## src/rtl/i2s_master_capture.sv

```systemverilog
// i2s_master_capture: I2S master receiver packing 8/16-bit samples into 32-bit capture FIFO words.
// Define I2S_CAPTURE_OVERRUN_EN for a sticky overrun flag on dropped words (tied 0 otherwise).
module i2s_master_capture #(
  parameter int BCLK_DIV  = 25,
  parameter int SLOT_BITS = 32
) (
  input  logic        clk,
  input  logic        reset,
  input  logic        capture,
  input  logic        sampleSize,
  input  logic        stereoMode,
  input  logic        fifoFull,
  input  logic        sdin,
  output logic        bclk,
  output logic        wclk,
  output logic [31:0] sampleData,
  output logic        writeReq,
  output logic        overrun
);
  localparam int DW = $clog2(BCLK_DIV);
  localparam int BW = $clog2(2 * SLOT_BITS);
  typedef enum logic [1:0] {IDLE, RUN, STOP} state_t;
  state_t state;
  logic [DW-1:0] div_cnt;
  logic [BW-1:0] bit_cnt, nxt_bit, slot_bit;
  logic [15:0] shreg, smp;
  logic [31:0] pack;
  logic [1:0] pos;
  logic [4:0] nbits;
  logic size16, stereo, pend, tick, rise, fall, wrap, right, keep, last, done;
  always_comb begin
    tick = state != IDLE && div_cnt == DW'(BCLK_DIV - 1);
    rise = tick && !bclk;
    fall = tick && bclk;
    wrap = bit_cnt == BW'(2 * SLOT_BITS - 1);
    nxt_bit = wrap ? '0 : bit_cnt + 1'b1;
    right = bit_cnt >= BW'(SLOT_BITS);
    slot_bit = right ? bit_cnt - BW'(SLOT_BITS) : bit_cnt;
    nbits = size16 ? 5'd16 : 5'd8;
    keep = rise && slot_bit != '0 && slot_bit <= BW'(nbits) && (!right || stereo);
    last = keep && slot_bit == BW'(nbits);
    smp = {shreg[14:0], sdin};
    done = size16 ? pos[0] : &pos;
  end
  always_ff @(posedge clk or negedge reset) begin
    if (!reset) begin
      state <= IDLE;
      div_cnt <= '0;
      bit_cnt <= '0;
      bclk <= 1'b0;
      wclk <= 1'b1;
      shreg <= '0;
      pack <= '0;
      pos <= '0;
      size16 <= 1'b0;
      stereo <= 1'b0;
      pend <= 1'b0;
      sampleData <= '0;
      writeReq <= 1'b0;
    end else begin
      writeReq <= pend && !fifoFull;
      if (pend && !fifoFull) sampleData <= pack;
      pend <= last && done;
      if (state == IDLE) begin
        bclk <= 1'b0;
        wclk <= !capture;
        div_cnt <= '0;
        bit_cnt <= '0;
        if (capture) begin
          state <= RUN;
          size16 <= sampleSize;
          stereo <= stereoMode;
          pos <= '0;
          shreg <= '0;
        end
      end else begin
        div_cnt <= tick ? '0 : div_cnt + 1'b1;
        if (tick) bclk <= !bclk;
        // the final fall of a stopping frame leaves wclk high, its idle level
        if (fall) begin
          bit_cnt <= nxt_bit;
          wclk <= nxt_bit >= BW'(SLOT_BITS) || (state == STOP && wrap);
        end
        if (state == RUN && !capture) state <= STOP;
        else if (state == STOP && fall && wrap) state <= IDLE;
        if (keep) shreg <= smp;
        if (last) begin
          if (size16) pack[{pos[0], 4'b0} +: 16] <= smp;
          else pack[{pos, 3'b0} +: 8] <= smp[7:0];
          pos <= done ? '0 : pos + 1'b1;
        end
      end
    end
  end
`ifdef I2S_CAPTURE_OVERRUN_EN
  always_ff @(posedge clk or negedge reset) begin
    if (!reset) overrun <= 1'b0;
    else if (state == IDLE && capture) overrun <= 1'b0;
    else if (pend && fifoFull) overrun <= 1'b1;
  end
`else
  assign overrun = 1'b0;
`endif
endmodule
```

## config.mk

```make
export PLATFORM = sky130hd
export DESIGN_NAME = i2s_master_capture
export DESIGN_NICKNAME = d
export VERILOG_FILES = /design/src/rtl/i2s_master_capture.sv
export SDC_FILE = /design/constraint.sdc
export NUM_CORES = 1
export LEC_CHECK = 0
export ABC_AREA = 1
export CAP_MARGIN = 25
export CORE_ASPECT_RATIO = 0.7
export CORE_UTILIZATION = 34
export CTS_CLUSTER_DIAMETER = 30
export DETAILED_ROUTE_END_ITERATION = 16
export SLEW_MARGIN = 20
export SYNTH_ARGS = -nofsm -noshare
export SYNTH_HDL_FRONTEND = slang
export SYNTH_SLANG_ARGS = --single-unit
```

## constraint.sdc

```tcl
create_clock -name clk -period 2.91 [get_ports clk]
set_clock_uncertainty 0.1 [all_clocks]
set_input_delay 0.582 -clock clk [delete_from_list [all_inputs] [get_ports clk]]
set_output_delay 0.582 -clock clk [all_outputs]
set_load 0.005 [all_outputs]
```

# == Word level (Yosys, flattened, before mapping) ==
# Cells that the tools add are included.
# Widths: inputs -> output; s select.
# word_totals
regBits,100
latch_bits,0
mem_bits_rw,0
rom_bits,0
in_bits,7
output_inout_bits,36
elab_cells,92
mem_count,0
# classes
addsub,6
n_mul,0
n_div,0
magnitude_cmp,3
eq_ne,6
shift,4
n_mux,26
bitwise_logic,1
n_reduce_logical,33
# ops
cell,count
$bwmux 32,2
$mux 15,3
$mux 32,1
$shift 16x7->32 const A,1
$shift 8x7->32 const A,1
$shiftx 16x7->32,1
$shiftx 8x7->32,1
$mux 6,4
$mux 2,8
$mux 5,3
$neg 5->7,2
$logic_and 1x1->1,13
$ge 6x6->1 const B,2
$reduce_and 2->1,6
$reduce_bool 2->1,5
$add 6x1->6 const B,1
$eq 6x5->1,1
$eq 6x6->1 const B,1
$le 6x5->1,1
$reduce_bool 6->1,1
$sub 6x6->6 const B,1
$add 5x1->5 const B,1
$eq 5x5->1 const B,1
$mux 1,5
9 further kinds,13

# == Depth between registers and ports, before layout ==
# Gate-level depths: netlist of the first run.
# logic_depth
ltp_word,9
ltp_mapped,12
mapped_depth_nobuf,11

# == Worst setup path before layout of the first run ==
# OpenSTA, ideal clock, no wires.
# synth_timing
kind,register to register
start,register size16
end,register shreg[10]
setup_time_ps,121
arrival_time_ps,1918
required_time_ps,2689
setup_slack_ps,771
stages_incl_launch_ff,12
path_buffers,2
cell_sequence,dfrtp_1 buf_4 clkinv_1 ha_1 nand2_1 nor2_4 nor2_2 nor2_4 nand2_4 nand2_1 buf_4 o21ai_1
# synth_via
elab_chain_cells,6
# synth_lines
element,line_no,rtl
start: declaration,30,"logic size16, stereo, pend, tick, rise, fall, wrap, right, keep, last, done;"
start signal: assignment,71,size16 <= sampleSize;
$mux 5,39,nbits = size16 ? 5'd16 : 5'd8;
$le 6x5->1,40,keep = rise && slot_bit != '0 && slot_bit <= BW'(nbits) && (!right || stereo);
$logic_and 1x1->1 (2 in a row),40,
$reduce_bool 2->1 (no source line),--,
$reduce_and 2->1 (no source line),--,
end signal: assignment,86,if (keep) shreg <= smp;
end: declaration,26,"logic [15:0] shreg, smp;"
# Every way passes these cells.
# A chain may end at the register's enable or synchronous reset.

# == Final worst setup path of the first run ==
# layout_timing
start,register size16
end,register pack[6]
# layout_via
elab_chain_cells,6
# layout_lines
element,line_no,rtl
$mux 5,39,
$le 6x5->1,40,
$logic_and 1x1->1 (2 in a row),40,
$logic_and 1x1->1,41,last = keep && slot_bit == BW'(nbits);
$reduce_and 2->1 (no source line),--,
end signal: indexed assignment,88,"if (size16) pack[{pos[0], 4'b0} +: 16] <= smp;"
end signal: indexed assignment,89,"else pack[{pos, 3'b0} +: 8] <= smp[7:0];"
end: declaration,27,logic [31:0] pack;
# Several ways; a longest one is shown, not always the timed one.

==> impl_results.md, run 1 <==
- Result of the run: finished, final reports clean
- Clock buffer depth: 2
- Worst stage delay on the critical path: 0.35 ns
- CTS root buffer: sky130_fd_sc_hd__clkbuf_16
- Number of nets in the finished design: roughly 630
- Number of max-cap violations: 0
- Largest area contributor in the synthesized netlist: sky130_fd_sc_hd__dfrtp_1
- TritonCTS clock tree: yes
- Headroom to the max-slew limit: between 60% and 70%
- Initial core utilization: between 30% and 40%
- Final hold slack: ~0.14 ns
- Count of instances resized after the clock tree is built: 0
- Share of post-route cells with drive strength above 1: 8.93%
- Gate family responsible for the most delay along the worst path: simple AND/OR/NAND/NOR gates
- Placeable core area: between 0.01 and 0.015 mm^2
- Largest cells by area after synthesis: sky130_fd_sc_hd__dfrtp_1 (52%), sky130_fd_sc_hd__nand2_1 (17%), sky130_fd_sc_hd__nand4_1 (4.3%), sky130_fd_sc_hd__inv_1 (3.5%), sky130_fd_sc_hd__o22ai_1 (3.1%)
- Part of the cycle the worst path needs: between 70% and 80%
- Setup Total Neg Slack: 0 ns
- Filler-free cell count of the finished design: between 800 and 900
- Share of flip-flops with an asynchronous set or reset after synthesis: 100%
- Detailed Route Iter0 Violations: roughly 220
- Total Wirelength: approximately 11000 um
- Synthesis-to-finish area growth: 19.7%
- Std cell rows: 35
- Power density of the placed cells: around 480 mW/mm^2
- Transition time at the pin with the least slew margin: a little under 0.6 ns
- Overflow left after global routing: 0
- IO Pins: between 40 and 50
- Setup-failing EPs final: 0
- Fraction of met3 tracks used by global routing: 4.68%
- Number of max-slew violations in the final report: 0
- Peak Freq: around 450 MHz
- Synthesized netlist cell count: approximately 570
- Type of the setup path with the least slack: reg2reg
- Cts bufs inserted: 9
- Worst hold-check path type: in2async
- Routed vias/inst: a little under 5
- Initial antenna violation count: 0
- Netlist area before placement: 0.00480 mm^2
- Detailed-routing iteration count for the pre-antenna-repair pass: 5
- CTS sink cnt: 100
- Unrepaired setup endpoints after global routing: false
- Chain of cells forming the critical path: clkinv_1, ha_1, nand2_1, o21ai_0, nand2_1, nor2_8, buf_4, nand4_1, nand2_1
- Cell occurring most often along the worst timing path: sky130_fd_sc_hd__nand2_1
- Dominant cell by count in the synthesized netlist: sky130_fd_sc_hd__nand2_1
- Pin count of the biggest net entering global routing: between 40 and 50
- Area share of the leading cell type in the synthesized netlist: 51.6%
- Number of endpoints with negative hold slack in the final report: 0
- Die outline width: roughly 140 um
- Met2 usage in global routing: a little under a quarter
- Average footprint of a synthesized cell: roughly 8.4 um^2
- Total vias in the final route: 3896
- Post-synthesis register bit count: 100
- CP Launch Type: flop
- Crit path buf inv count: 2
- Ranking of synthesized cells by instance count: sky130_fd_sc_hd__nand2_1 (220), sky130_fd_sc_hd__dfrtp_1 (99), sky130_fd_sc_hd__inv_1 (45), sky130_fd_sc_hd__nand4_1 (33), sky130_fd_sc_hd__nor2_1 (29)
- Arrival time reported for the critical path endpoint: approximately 2.4 ns
- Routing usage on met1: 23.3%
- Insertion delay of the later-clocked pin in the worst-skew pair: roughly 0.34 ns
- Category of the worst setup path capture point: flop
- Number of library cell types mapped by synthesis: 33
- Layer with the highest usage after global routing: met2
- Reg2reg setup slack: 0.67 ns
- Leakage power of the design: just under 0.003 uW
- Crit path max-delay cell type: sky130_fd_sc_hd__dfrtp_1
- Placer's final routability congestion estimate: slightly above 0.9
- Number of warning messages in the yosys log: 0
- Post-Syn Nets: between 500 and 600
- Height of the die: roughly 100 um
- Diode insertion count for antenna repair: 0
- Dpl cells: between 700 and 800
- Global-route wire length before repair: roughly 19000 um
- Detail Route Antenna Nets: 0
- DPL Wire Length: around 7900 um
- Required time at the endpoint of the critical path: 3.09 ns
- Post-cts hold buffer count: 0
- Maximum fanout encountered on the critical timing path: 27
- Number of synthesized flops with an enable pin: 0
- Sequential share of the synthesized area: between 50 and 60%
- Number of levels the H-tree was split into: 3
- Total global routing track utilization: 16.3%
- Worst ir drop on vdd: ~0.00027 V
- # fillers: about 1300
- Vias in the first global route: 3841
- Number of DRC violations after detailed routing: 0
- Post-CTS clock slew at the launch and capture registers of the worst setup and hold paths: roughly 0.070 ns
- Count of buffers added by post-CTS timing repair for setup: 0
- Die ar.: 0.0146 mm^2
- Min Clock Period, post-route: between 2 and 2.5 ns
- Leading register cell type out of synthesis: sky130_fd_sc_hd__dfrtp_1
- Port Buffers: 41
- Average detailed-routed wire length per instance: approximately 14 um
## worst reg2reg max path, stage by stage (launching register included)
cell	delay [ns]
sky130_fd_sc_hd__dfrtp_1	0.35
sky130_fd_sc_hd__clkinv_1	0.11
sky130_fd_sc_hd__ha_1	0.33
sky130_fd_sc_hd__nand2_1	0.11
sky130_fd_sc_hd__o21ai_0	0.21
sky130_fd_sc_hd__nand2_1	0.16
sky130_fd_sc_hd__nor2_8	0.33
sky130_fd_sc_hd__buf_4	0.26
sky130_fd_sc_hd__nand4_1	0.13
sky130_fd_sc_hd__nand2_1	0.10
## where the power goes
| part | total (uW) | internal (uW) | switching [uW] |
|---|---|---|---|
| sequential | 1390 | 1390 | 0 |
| combinational | 42.1 | 10.9 | 31.2 |
| clock | 1350 | 839 | 516 |
| total | 2790 | 2240 | 547 |
## state kept, by name, summed over array words and instances (netlist names), 2 cells and up
name,count
div_cnt,5
pack,32
pos,2
shreg,15
state,2
sampleData,32
bit_cnt,6
## through the flow
stage	setup slack [ns]	power (uW)	util, %	area (um^2)
after floorplan	0.771	1420	-	4800
after global placement	0.750	1460	40.1	5390
after global routing	0.491	2890	42.7	5750
final	0.667	2790	42.7	5750
after CTS	0.693	2820	42.6	5730
after detailed placement	0.695	1460	40.1	5390
## layout by cell type (no fill, tap or decap), drive strengths merged
master / count
xor2: 2
xnor2: 1
bufinv: 3
nand2: 225
dfrtp: 99
clkinv: 3
mux2: 1
inv: 51
dfstp: 1
nand3: 25
clkbuf: 9
clkdlybuf4s50: 40
o21ai: 28
nand4: 37
buf: 11
nor2: 36
o211ai: 1
ha: 10
a21oi: 6
conb: 1
o22ai: 24
nor3: 2
## routing by layer
metal	wire, um	vias up
li1	-	1945
met1	5460	1813
met2	4520	123
met3	829	15
met4	106	0
met5	0	-
## worst paths after layout
| kind | start | end | cells past startpoint |
|---|---|---|---|
| hold reg to reg | sampleData[17] | sampleData[17] | 2 |
| max in group asynchronous | reset | wclk | 2 |
| setup / recovery | size16 | pack[6] | 9 |
| setup reg to reg | size16 | pack[6] | 9 |
| min in group clk | sampleData[17] | sampleData[17] | 2 |
| hold / removal | reset | writeReq | 1 |
## layout make-up
class,instances,area (um^2),area share (%)
flip-flops and latches,100,2500,43.6
multi-input cells,399,1980,34.4
repair buffers,51,503,8.75
well taps,185,231,4.03
clock buffers,9,225,3.92
inverters,51,191,3.33
clock inverters,6,113,1.96
## logic make-up after synthesis
logic type | count (synthesis) | share of synthesized area [%]
other | 1 | 0.0781
flip-flops | 100 | 52.2
AO/OA/AOI/OAI | 59 | 7.14
XOR/XNOR | 3 | 0.548
adder cells (fa/ha/maj) | 10 | 2.61
buffers and inverters | 72 | 6.67
AND/OR/NAND/NOR | 325 | 30.6
multiplexers | 1 | 0.235
Power figures use the tool's default switching activity.
==> run 2: changes to the inputs <==
clock period = 1.81 ns   (was 2.91 ns; I/O delays follow)
==> impl_results.md, run 2 (synthesis gave the netlist of run 1 again) <==
- Switching component of the power: 870 uW (+59%)
- Power density of the placed cells: 653 mW/mm^2 (+35%)
- Number of max-slew violations in the final report: 0 (unchanged)
- Std cell rows: 35 (unchanged)
- Routing usage on met1: 24.1% (+0.79 points)
- CTS sink cnt: 100 (unchanged)
- Total Wirelength: 11400 um (+4.0%)
- Violated checks: setup timing
- Vias in the first global route: 3863 (+0.57%)
- Detailed Route Iter0 Violations: 291 (+33%)
- CTS root buffer: sky130_fd_sc_hd__clkbuf_16
- CP Launch Type: flop
- Placer's final routability congestion estimate: 0.906 (-3.1%)
- Diode insertion count for antenna repair: 0 (unchanged)
- Commonest non-fill, non-tap cell in the layout: sky130_fd_sc_hd__nand2_1
- Largest registers ranked by flip-flop count: pack (32), sampleData (32), shreg (15)
- Insertion delay of the later-clocked pin in the worst-skew pair: 0.35 ns (about the same)
- Placeable core area: 0.0134 mm^2 (unchanged)
- Detailed-routing iteration count for the pre-antenna-repair pass: 5 (unchanged)
- Place WS: -0.181 ns (-0.877 ns)
- TritonCTS clock tree: yes
- Layer with the highest usage after global routing: met2
- Maximum fanout encountered on the critical timing path: 8 (-70%)
- Total vias in the final route: 4121 (+5.8%)
- Filler-free cell count of the finished design: 833 (+4.0%)
- Setup-failing EPs final: 33 (+33)
- Met2 usage in global routing: 25.3% (+1.4 points)
- Result of the run: complete, but fails checks
- Final hold slack: 0.368 ns (+0.230 ns)
- Number of max-cap violations: 0 (unchanged)
- Post-CTS clock slew at the launch and capture registers of the worst setup and hold paths: 0.07 ns (about the same)
- Arrival time reported for the critical path endpoint: 1.98 ns (-0.44 ns)
- Switching share of total power: 21.5% (+1.8 points)
- Number of nets in the finished design: 660 (+4.9%)
- Number of levels the H-tree was split into: 3 (unchanged)
- Synthesis-to-finish area growth: 29.4%
- IO Pins: 43 (unchanged)
- DPL Wire Length: 8090 um (+2.9%)
- Category of the worst setup path capture point: flop
- Sequential power share: 55.1% (+5.2 points)
- Overflow left after global routing: 0 (unchanged)
- Pin count of the biggest net entering global routing: 49 (+11%)
- Die ar.: 0.0146 mm^2 (unchanged)
- Fraction of met3 tracks used by global routing: 3.83% (-0.85 points)
- Part of the cycle the worst path needs: 102% (+25 points)
- Initial core utilization: 35.7% (unchanged)
- Commonest cells after routing, fill and taps aside: sky130_fd_sc_hd__nand2_1 (209), sky130_fd_sc_hd__dfrtp_1 (98), sky130_fd_sc_hd__inv_1 (44)
- Number of endpoints with negative hold slack in the final report: 0 (unchanged)
- Peak Freq: 542 MHz (+22%)
- Die outline width: 144 um (unchanged)
- Height of the die: 101 um (unchanged)
- Cts bufs inserted: 9 (unchanged)
- Routed vias/inst: 4.95 (+1.7%)
- Unrepaired setup endpoints after global routing: true
- Min Clock Period, post-route: 1.84 ns (-0.398 ns)
- Worst setup slack after layout: -0.0346 ns (-0.702 ns)
- Number of DRC violations after detailed routing: 0 (unchanged)
- Clock buffer depth: 2 (unchanged)
- Share of post-route cells with drive strength above 1: 18.2% (+9.3 points)
- Required time at the endpoint of the critical path: 1.94 ns (-1.15 ns)
- Total global routing track utilization: 16.8% (+0.46 points)
- Share of the core filled with cells: 46.2% (+3.4 points)
- Worst hold-check path type: reg2reg
- Leakage power of the design: 0.00318 uW (+6.5%)
- Detail Route Antenna Nets: 0 (unchanged)
- Average detailed-routed wire length per instance: 13.6 um (about the same)
- Clock group share of total power: 43.1% (-5.5 points)
- Initial antenna violation count: 0 (unchanged)
- Global-route wire length before repair: 18900 um (+0.62%)
- Dpl cells: 806 (+2.7%)
- Combinational cell fraction of total power: 1.8% (+0.3 points)
- Type of the setup path with the least slack: reg2reg
- Worst ir drop on vdd: 0.000436 V (+60%)
- Internal Pwr Total: 3180 uW (+42%)
- Port Buffers: 41 (unchanged)
run 2: cell count changes in the layout (fill, tap and decap cells not counted), moves of 5 or more:
cell | previous run | this run
sky130_fd_sc_hd__nand2_2 | 3 | 12
sky130_fd_sc_hd__buf_12 | 1 | 6
sky130_fd_sc_hd__nand2_1 | 220 | 209
sky130_fd_sc_hd__o21ai_1 | 11 | 5
sky130_fd_sc_hd__buf_4 | 9 | 29
sky130_fd_sc_hd__o21ai_0 | 13 | 8
sky130_fd_sc_hd__o21ai_2 | 4 | 15
run 2: layer usage:
layer	wire, um	vias to the layer above
li1	-	2013
met1	5610	1947
met2	4910	144
met3	685	17
met4	148	0
met5	0	-
run 2: power groups by stage:
stage | Sequential, uW | Clock (uW) | Combinational [uW]
6_report | 2230 | 1750 | 71.6
5_1_grt | 2230 | 1880 | 85.3
4_1_cts | 2230 | 1810 | 75.2
3_5_place_dp | 2280 | 0 | 73.5
3_3_place_gp | 2280 | 0 | 70.4
2_1_floorplan | 2280 | 0 | 4.02
run 2: final timing paths:
| check | from | end | slack [ns] | cells after the start |
|---|---|---|---|---|
| worst min-delay path | sampleData[28] | sampleData[28] | 0.37 | 2 |
| worst max register to register | size16 | pack[17] | -0.03 | 10 |
| worst min register to register | sampleData[28] | sampleData[28] | 0.37 | 2 |
| worst max-delay path | size16 | pack[17] | -0.03 | 10 |
| min in group asynchronous | reset | writeReq | 0.38 | 2 |
| max in group asynchronous | reset | wclk | 0.58 | 3 |
run 2: what timing repair did:
action                     4_1_cts  5_1_grt
buffers inserted                 5        2
pin swaps                        3        6
gates resized for setup         21       26
setup endpoints to repair       50       50
hold endpoints to repair        25        0
hold buffers                     1        0
cloned                           3        0
run 2: area by class of cell:
| cell class | instances | area, um^2 |
|---|---|---|
| Tap cell | 185 | 231 |
| Inverter | 51 | 204 |
| Fill cell | 1313 | 7240 |
| Clock buffer | 10 | 229 |
| Timing Repair Buffer | 80 | 812 |
| Clock inverter | 6 | 41.3 |
| Multi-Input combinational cell | 401 | 2190 |
| Sequential cell | 100 | 2500 |
run 2: metrics by stage:
stage	power (uW)	area [um^2]	TNS (ns)
detailed placement	2350	5640	-5.65
finish	4050	6210	-0.552
global route	4200	6210	-5.40
global placement	2350	5640	-2.99
floorplan	2280	4850	-1.10
CTS	4120	6100	-0.0662
run 2: critical path: stages, from the launching register on:
cell and delay [ns]:
sky130_fd_sc_hd__dfrtp_2 0.43, sky130_fd_sc_hd__clkinv_8 0.07, sky130_fd_sc_hd__ha_4 0.29, sky130_fd_sc_hd__nand2_4 0.06, sky130_fd_sc_hd__nor2_4 0.12, sky130_fd_sc_hd__nor2_2 0.06
sky130_fd_sc_hd__nor2_4 0.12, sky130_fd_sc_hd__buf_12 0.16, sky130_fd_sc_hd__nand4_4 0.16, sky130_fd_sc_hd__nand2_1 0.11, sky130_fd_sc_hd__nand2_1 0.05
==> run 3: changes to the inputs <==
clock period = 1.6 ns   (was 1.81 ns; I/O delays follow)
==> impl_results.md, run 3 (synthesis gave the netlist of run 1 again) <==
- Result of the run: complete, but fails checks
- Violated checks: setup timing
- Synthesis-to-finish area growth: 35.2%
- Total Power: 4700 uW (+16%)
- Average detailed-routed wire length per instance: 14.2 um (+4.2%)
- WP depth: 10 (unchanged)
- Part of the cycle the worst path needs: 115% (+13 points)
- Arrival time reported for the critical path endpoint: 2.02 ns (+0.04 ns)
- Routed vias/inst: 4.87 (-1.5%)
- Height of the die: 101 um (unchanged)
- Worst setup slack after layout: -0.234 ns (-0.199 ns)
- Number of levels the H-tree was split into: 3 (unchanged)
- Global-route wire length before repair: 20200 um (+6.7%)
- Critical Path Sink: pack[5]
- Clock buffer depth: 2 (unchanged)
- Insertion delay of the later-clocked pin in the worst-skew pair: 0.35 ns (about the same)
- Number of max-slew violations in the final report: 0 (unchanged)
- Std cell rows: 35 (unchanged)
- Placeable core area: 0.0134 mm^2 (unchanged)
- CP Launch Type: flop
- Commonest cells after routing, fill and taps aside: sky130_fd_sc_hd__nand2_1 (204), sky130_fd_sc_hd__dfrtp_1 (98), sky130_fd_sc_hd__buf_4 (50)
- Die ar.: 0.0146 mm^2 (unchanged)
- Required time at the endpoint of the critical path: 1.78 ns (-0.16 ns)
- Placer's final routability congestion estimate: 0.914 (+0.88%)
- Cell occurring most often along the worst timing path: sky130_fd_sc_hd__nand2_1
- Number of nets in the finished design: 687 (+4.1%)
- Setup-failing EPs final: 56 (+70%)
- Detailed-routing iteration count for the pre-antenna-repair pass: 7 (+2)
- Total Wirelength: 12200 um (+7.6%)
- Share of the core filled with cells: 48.3% (+2.1 points)
- Category of the worst setup path capture point: flop
- CTS root buffer: sky130_fd_sc_hd__clkbuf_16
- Min Clock Period, post-route: 1.83 ns (-0.0109 ns)
- Detailed Route Iter0 Violations: 252 (-13%)
- Pin count of the biggest net entering global routing: 46 (-6.1%)
- Number of max-cap violations: 0 (unchanged)
- Port Buffers: 41 (unchanged)
- Gate family responsible for the most delay along the worst path: simple AND/OR/NAND/NOR gates
- Vias in the first global route: 4052 (+4.9%)
- Worst stage delay on the critical path: 0.43 ns (about the same)
- Die outline width: 144 um (unchanged)
- Peak Freq: 545 MHz (+0.59%)
- Commonest non-fill, non-tap cell in the layout: sky130_fd_sc_hd__nand2_1
- Total global routing track utilization: 17.8% (+1.1 points)
- Register-to-Register Path Depth: 10 (unchanged)
- Chain of cells forming the critical path: clkinv_8, ha_4, nand2_1, nand2_1, o21ai_2, nand2_2, nor2_8, buf_12, nand4_1, nand2_1
- Overflow left after global routing: 0 (unchanged)
- Worst ir drop on vdd: 0.000460 V (+5.4%)
- Capturing point of the worst reg2reg path: pack[5]
- TritonCTS clock tree: yes
- Worst hold-check path type: in2async
- Total vias in the final route: 4189 (+1.7%)
- Maximum fanout encountered on the critical timing path: 9 (+1)
- CTS sink cnt: 100 (unchanged)
- Diode insertion count for antenna repair: 0 (unchanged)
- Detail Route Antenna Nets: 0 (unchanged)
- Power density of the placed cells: 725 mW/mm^2 (+11%)
- DPL Wire Length: 8480 um (+4.7%)
- Number of DRC violations after detailed routing: 0 (unchanged)
- R2r startpoint: size16
- Place WS: -0.333 ns (-0.151 ns)
- Crit path buf inv count: 2 (unchanged)
- Cts bufs inserted: 9 (unchanged)
- Share of post-route cells with drive strength above 1: 23.3% (+5.0 points)
- Largest registers ranked by flip-flop count: pack (32), sampleData (32), shreg (15)
- Reg2reg setup slack: -0.23 ns (-0.20 ns)
- Setup crit start: size16
- Post-CTS clock slew at the launch and capture registers of the worst setup and hold paths: 0.07 ns (about the same)
- Initial core utilization: 35.7% (unchanged)
- Unrepaired setup endpoints after global routing: true
- IO Pins: 43 (unchanged)
- Leakage power of the design: 0.00352 uW (+11%)
- Number of endpoints with negative hold slack in the final report: 0 (unchanged)
- Initial antenna violation count: 0 (unchanged)
- Crit path max-delay cell type: sky130_fd_sc_hd__dfrtp_2
- Type of the setup path with the least slack: reg2reg
[run 3: timing repair]
action                                 4_1_cts  5_1_grt
setup buffers                               14        3
setup endpoints to repair                   92       59
resized for setup                           65       34
hold buffers                                 1        0
pin swaps                                   11        8
gates cloned                                 1        3
endpoints found under the hold margin       20        0
[run 3: through the flow]
stage	hold slack, ns	setup TNS (ns)	instances	instance area (um^2)
final	0.307	-9.90	860	6490
after global routing	0.335	-15.63	860	6490
after CTS	0.311	-8.92	854	6300
after detailed placement	0.138	-13.35	822	5800
after global placement	0.132	-11.86	822	5800
after floorplan	-0.0756	-11.06	571	4850
[run 3: power by group]
group	switching, uW	leakage (uW)	internal (uW)
clock network	985	0.000131	1110
logic	58.2	0.00213	26.4
registers	0	0.00127	2530
[run 3: worst register-to-register path: cells and delay by family (launching register included)]
kind / cells / cell delay [ns]
simple gates: 6 / 0.68
flops: 1 / 0.43
fa+ha+maj: 1 / 0.26
buf+inv: 2 / 0.24
compound gates: 1 / 0.07
[run 3: worst min path at each step]
stage                                 to  cells past startpoint  slack, ns
after floorplan                     bclk                      0      -0.08
after global placement          writeReq                      1       0.13
after detailed placement  sampleData[29]                      1       0.14
after CTS                 sampleData[31]                      2       0.31
after global routing      sampleData[29]                      2       0.34
final                     sampleData[24]                      2       0.31
[run 3: final cells by class]
cell class / instances / area (um^2)
repair buffers: 108 / 1050
inverters: 51 / 204
flip-flops and latches: 100 / 2500
multi-input cells: 400 / 2210
clock inverters: 6 / 48.8
clock buffers: 10 / 239
well taps: 185 / 231
fillers: 1306 / 6950
[run 3: layer usage]
metal	track usage, %	vias up	routed length (um)
met5	0	-	0
met1	25.8	1997	6300
met3	4.26	10	665
li1	-	2069	-
met4	4.50	0	116
met2	26.6	113	5130
